<file path="src/rtl/updown_mod_counter_pkg.sv">
// Shared constants and helpers for the JK-based modulo-N up/down counter.
package updown_mod_counter_pkg;

    localparam logic DIR_UP   = 1'b1;
    localparam logic DIR_DOWN = 1'b0;

    // Returns {j, k} that move one JK cell from cur to nxt on the next edge.
    function automatic logic [1:0] jk_from(input logic cur, input logic nxt);
        return {nxt & ~cur, ~nxt & cur};
    endfunction

endpackage

</file>
<file path="src/rtl/updown_mod_counter_if.sv">
// Control/status bundle for updown_mod_counter; the master drives controls, the counter drives status.
interface updown_mod_counter_if #(
    parameter int WIDTH = 4
);
    // Level-sampled controls, no handshake: every falling edge of clk consumes
    // en/up_dn/load/load_val as they stand; tc is combinational from q, en, up_dn.
    logic             en;
    logic             up_dn;
    logic             load;
    logic [WIDTH-1:0] load_val;
    logic [WIDTH-1:0] q;
    logic             tc;
    logic             load_err;

    modport master (
        output en, up_dn, load, load_val,
        input  q, tc, load_err
    );

    modport slave (
        input  en, up_dn, load, load_val,
        output q, tc, load_err
    );

endinterface

</file>
<file path="src/rtl/updown_mod_counter_jk_cell.sv">
// Single JK flip-flop on the falling clock edge with synchronous active-high clear.
module jk_cell (
    input  logic clk,
    input  logic reset,
    input  logic j,
    input  logic k,
    output logic q
);

    always_ff @(negedge clk) begin
        if (reset) begin
            q <= 1'b0;
        end else begin
            case ({j, k})
                2'b00:   q <= q;
                2'b01:   q <= 1'b0;
                2'b10:   q <= 1'b1;
                default: q <= ~q;
            endcase
        end
    end

endmodule

</file>
<file path="src/rtl/updown_mod_counter.sv">
// Synchronous modulo-N up/down counter: next-state logic drives one JK cell per bit.
module updown_mod_counter
    import updown_mod_counter_pkg::*;
#(
    parameter int WIDTH   = 4,
    parameter int MODULUS = 10
) (
    input  logic               clk,
    input  logic               reset,
    updown_mod_counter_if.slave bus
);

    localparam logic [WIDTH-1:0] MAX_Q = WIDTH'(MODULUS - 1);
    localparam logic [WIDTH:0]   MOD_W = (WIDTH + 1)'(MODULUS);

    logic [WIDTH-1:0] q;
    logic [WIDTH-1:0] next_q;
    logic [WIDTH-1:0] j_bits;
    logic [WIDTH-1:0] k_bits;
    logic             load_ok;
    logic             load_err;

    assign load_ok = ({1'b0, bus.load_val} < MOD_W);

    always_comb begin
        next_q = q;
        if (bus.load) begin
            if (load_ok) begin
                next_q = bus.load_val;
            end
        end else if (bus.en) begin
            // Any out-of-range state falls back to 0 so the counter cannot lock up.
            if (q > MAX_Q) begin
                next_q = '0;
            end else if (bus.up_dn == DIR_UP) begin
                next_q = (q == MAX_Q) ? '0 : q + WIDTH'(1);
            end else begin
                next_q = (q == '0) ? MAX_Q : q - WIDTH'(1);
            end
        end
    end

    always_comb begin
        j_bits = '0;
        k_bits = '0;
        for (int i = 0; i < WIDTH; i++) begin
            {j_bits[i], k_bits[i]} = jk_from(q[i], next_q[i]);
        end
    end

    for (genvar g = 0; g < WIDTH; g++) begin : g_cell
        jk_cell u_cell (
            .clk   (clk),
            .reset (reset),
            .j     (j_bits[g]),
            .k     (k_bits[g]),
            .q     (q[g])
        );
    end

    always_ff @(negedge clk) begin
        if (reset) begin
            load_err <= 1'b0;
        end else if (bus.load && !load_ok) begin
            load_err <= 1'b1;
        end
    end

    assign bus.q        = q;
    assign bus.load_err = load_err;
    assign bus.tc       = bus.en & (((bus.up_dn == DIR_UP) & (q == MAX_Q)) |
                                    ((bus.up_dn == DIR_DOWN) & (q == '0)));

endmodule

</file>
<file path="src/flat_wrapper.sv">
// flat-port wrapper written by rule: the top's interface ports become plain ports
module updown_mod_counter_flat import updown_mod_counter_pkg::*;
#(
    parameter int WIDTH   = 4,
    parameter int MODULUS = 10
)
  (clk, reset, bus_en, bus_up_dn, bus_load, bus_load_val, bus_q, bus_tc, bus_load_err);
  updown_mod_counter_if #(.WIDTH(WIDTH)) bus_i ();
  input  logic clk;
  input  logic reset;
  input wire logic [$bits(bus_i.en)-1:0] bus_en;
  input wire logic [$bits(bus_i.up_dn)-1:0] bus_up_dn;
  input wire logic [$bits(bus_i.load)-1:0] bus_load;
  input wire logic [$bits(bus_i.load_val)-1:0] bus_load_val;
  output wire logic [$bits(bus_i.q)-1:0] bus_q;
  output wire logic [$bits(bus_i.tc)-1:0] bus_tc;
  output wire logic [$bits(bus_i.load_err)-1:0] bus_load_err;
  assign bus_i.en = bus_en;
  assign bus_i.up_dn = bus_up_dn;
  assign bus_i.load = bus_load;
  assign bus_i.load_val = bus_load_val;
  assign bus_q = bus_i.q;
  assign bus_tc = bus_i.tc;
  assign bus_load_err = bus_i.load_err;
  updown_mod_counter #(.WIDTH(WIDTH), .MODULUS(MODULUS)) u_core (.clk(clk), .reset(reset), .bus(bus_i));
endmodule
</file>
<file path="config.mk">
export PLATFORM = sky130hd
export DESIGN_NAME = updown_mod_counter_flat
export DESIGN_NICKNAME = d
export VERILOG_FILES = /design/src/rtl/updown_mod_counter_pkg.sv /design/src/rtl/updown_mod_counter_if.sv /design/src/rtl/updown_mod_counter_jk_cell.sv /design/src/rtl/updown_mod_counter.sv /design/src/flat_wrapper.sv
export SDC_FILE = /design/constraint.sdc
export NUM_CORES = 1
export LEC_CHECK = 0
export ABC_AREA = 1
export CAP_MARGIN = 25
export CORE_MARGIN = 2
export CORE_UTILIZATION = 42
export DETAILED_ROUTE_END_ITERATION = 8
export HOLD_SLACK_MARGIN = 0.03
export PLACE_DENSITY_LB_ADDON = 0.3
export SYNTH_ARGS = -nofsm -noshare
export SYNTH_HDL_FRONTEND = slang
export SYNTH_SLANG_ARGS = --single-unit
export TNS_END_PERCENT = 50
</file>
<file path="constraint.sdc">
create_clock -name clk -period 2.37 [get_ports clk]
set_input_delay 0.711 -clock clk [delete_from_list [all_inputs] [get_ports clk]]
set_output_delay 0.711 -clock clk [all_outputs]
set_load 0.05 [all_outputs]
</file>
==> reports/qor.csv <==
stage,metric,value,unit
floorplanning,core_area,1708,µm²
critical_path,cp-end-kind,output pin,
route,final_antenna_net_count,0,
global_routing,grt_max_degree,10,
finish,finalNonFillerCells,180,
floorplanning,start_util,44.47,%
cts,clockBufferDepth,2,
synth,ys_warn_count,0,
timing,hold_viol,0,
run,cap_violations,0,
timing,slew_violations,0,
cts,cts.sinks,5,
global_routing,grt_pass1_vias,905,
critical_path,worstRegToRegCells,14,
critical_path,crit_start,u_core.g_cell[1].u_cell.q,
synth,async_reset_ff_share,0,%
global_routing,antenna_found_initial,0,
cts,clk_latency,320,ps
floorplanning,die-width,46.53,µm
timing,skew,19.30,ps
cts,clock-root-buffer,clkbuf_4,
timing,max_slew_margin,75.03,%
floorplanning,die_h,46.53,µm
timing,hold_ws,482.6,ps
critical_path,r2r_slack,370,ps
finish,n_fill_cell,87,
timing,finalSetupViolCount,10,
cts,h-tree-depth,1,
synth,synth_cell_types,24,
status,status,"complete, but fails checks",
synth,synth_top_area_share,21.42,%
critical_path,critical_path_required,1660,ps
critical_path,cp-endpoint,bus_tc,
place,io_buffers,14,
finish,antenna_cells,0,
global_routing,use_met1,24.01,%
power_and_ir_drop,power_density,1138,nW/µm²
synth,synth_edf_count,0,
route,detail_route.vias_per_cell,5.117,
cts,clk_pin_slew,30,ps
floorplanning,std_cell_rows,15,
synth,syn_avg_cell_area,6.721,µm²
finish,layout-area-overhead-vs-synth,91.60,%
synth,syn_inst,113,
place,dp_cells,163,
global_routing,grt_usage,25.20,%
critical_path,crit-reg2reg-launch,u_core.g_cell[0].u_cell.q,
timing,setup_slack,-1062,ps
floorplanning,num_io_pins,15,
cts,cts_hold_buf,0,
finish,drive_gt1_share,63.23,%
synth,syn_nets,135,
route,drc,0,
global_routing,gr-usage-met3,11.76,%
power_and_ir_drop,vdd_ir_drop_max,712.3,µV
cts,cts_tree,done,
critical_path,worstPathMaxFanout,3,
finish,regArea,111.4,µm²
worst_hold_path,hp-class,register to register,
critical_path,start_kind,register,
power_and_ir_drop,p_leak,0.6599,nW
finish,multiInputGateArea,782.0,µm²
place,gp_congestion,0.8381,
cts,cts_buffers,3,
status,violations,setup timing,
critical_path,arrival,2720,ps
finish,finalNetCount,178,
place,hpwl,1.510,mm
route,drt_iter0_drc,22,
synth,ys_ff_latch,5,
timing,rsz0062_at_grt,yes,
global_routing,grt_use_met2,45.00,%
critical_path,r2r-end,u_core.g_cell[3].u_cell.q,
global_routing,gr-total-overflow,0,
route,drt_first_pass_iters,4,
timing,tightest_slew,374.2,ps
power_and_ir_drop,total_power,1.656,mW
synth,ys_seq_area_share,13.18,%
synth,synth.top_cells.by_area,"ha_1 21%, dfxtp_1 13%, nand2_1 11%",
route,postRouteWirelength,2.677,mm
synth,syn_area,759.5,µm²
critical_path,crit_type,register to output pin,
route,wl_per_cell,14.87,µm
synth,synthFlopType,dfxtp_1,
synth,synth_area_leader_cell,ha_1,
synth,synth_common_cells,"22 x nand2_1, 15 x inv_1, 13 x ha_1, 8 x nor2_2, 7 x a21oi_1",
global_routing,grt_pass1_wl,3.705,mm
synth,yosys.cell_count.top_type,nand2_1,
worst_hold_path,hold_path_depth,2,
global_routing,busiest_layer,met2,
route,vias,921,
floorplanning,fp.dieArea,2165,µm²
## where the power goes
part / switching (mW) / leakage (nW) / internal (mW) / total [mW]
sequential: 0.0429 / 0.0436 / 0.128 / 0.171
clock: 0.0649 / 0.0458 / 0.0715 / 0.136
combinational: 0.714 / 0.571 / 0.634 / 1.35
## timing repair
action	in CTS	in global routing
setup endpoints to repair	11	10
gates resized for setup	51	20
pin swaps	17	23
hold endpoints to repair	0	0
setup buffers	8	2
## layout by cell type, fill, tap and decap left out, types with 4 or more instances in the layout
| cell | count |
|---|---|
| ha_4 | 6 |
| a211oi_2 | 4 |
| nor2_4 | 5 |
| buf_4 | 18 |
| nand2_1 | 16 |
| nor2_2 | 8 |
| buf_12 | 7 |
| inv_2 | 7 |
| a21oi_1 | 6 |
| nor3_4 | 5 |
| inv_1 | 11 |
| nand2_2 | 8 |
| ha_1 | 5 |
| buf_6 | 6 |
## stage by stage
stage | setup TNS (ps) | util (%) | setup WS, ps | instance area, µm²
floorplan | -3843 | - | -760.7 | 817.0
global placement | -7221 | 66.01 | -1296 | 1127
detailed placement | -7532 | 66.01 | -1351 | 1127
CTS | -5950 | 80.15 | -1050 | 1369
global route | -6604 | 85.20 | -1150 | 1455
finish | -6143 | 85.20 | -1062 | 1455
## worst max-delay path: stages (launching register included)
cell,delay (ps)
dfxtp_4,340
inv_4,70
ha_4,140
nand2_4,50
nor2_4,110
nor2_4,60
buf_6,110
nor3_4,190
buf_12,160
## final cells by class
cell class,instances,share of cell area [%]
clock buffers,3,1.548
clock inverters,6,1.548
inverters,16,4.901
multi-input cells,86,53.74
flip-flops and latches,5,7.653
well taps,25,2.150
repair buffers,39,28.46
## per-layer routing
metal / share of wire, % / vias to the layer above
li1: - / 451
met1: 33 / 420
met2: 58 / 39
met3: 6.4 / 11
met4: 2.3 / 0
met5: 0 / -
## registers in the layout, indices dropped and copies added (netlist names)
| signal | count |
|---|---|
| u_core.bus.load_err | 1 |
| u_core.g_cell.u_cell.q | 4 |
## cell families (layout without fill, tap and decap cells)
family	count (synthesis)	after routing	share of synthesized area, %
AND/OR/NAND/NOR	52	52	34.43
buffers and inverters	22	64	14.17
AO/OA/AOI/OAI	19	19	14.50
adder cells (fa/ha/maj)	13	13	21.42
flip-flops	5	5	13.18
XOR/XNOR	2	2	2.307
## worst min-delay path by stage
stage | start | endpoint | slack [ps]
4_1_cts | u_core.bus.load_err | u_core.bus.load_err | 470
5_1_grt | u_core.bus.load_err | u_core.bus.load_err | 500
3_5_place_dp | u_core.bus.load_err | u_core.bus.load_err | 480
6_report | u_core.bus.load_err | u_core.bus.load_err | 480
3_3_place_gp | u_core.bus.load_err | u_core.bus.load_err | 480
2_1_floorplan | u_core.g_cell[1].u_cell.q | u_core.g_cell[1].u_cell.q | 540
(Power assumes the default switching activity.)
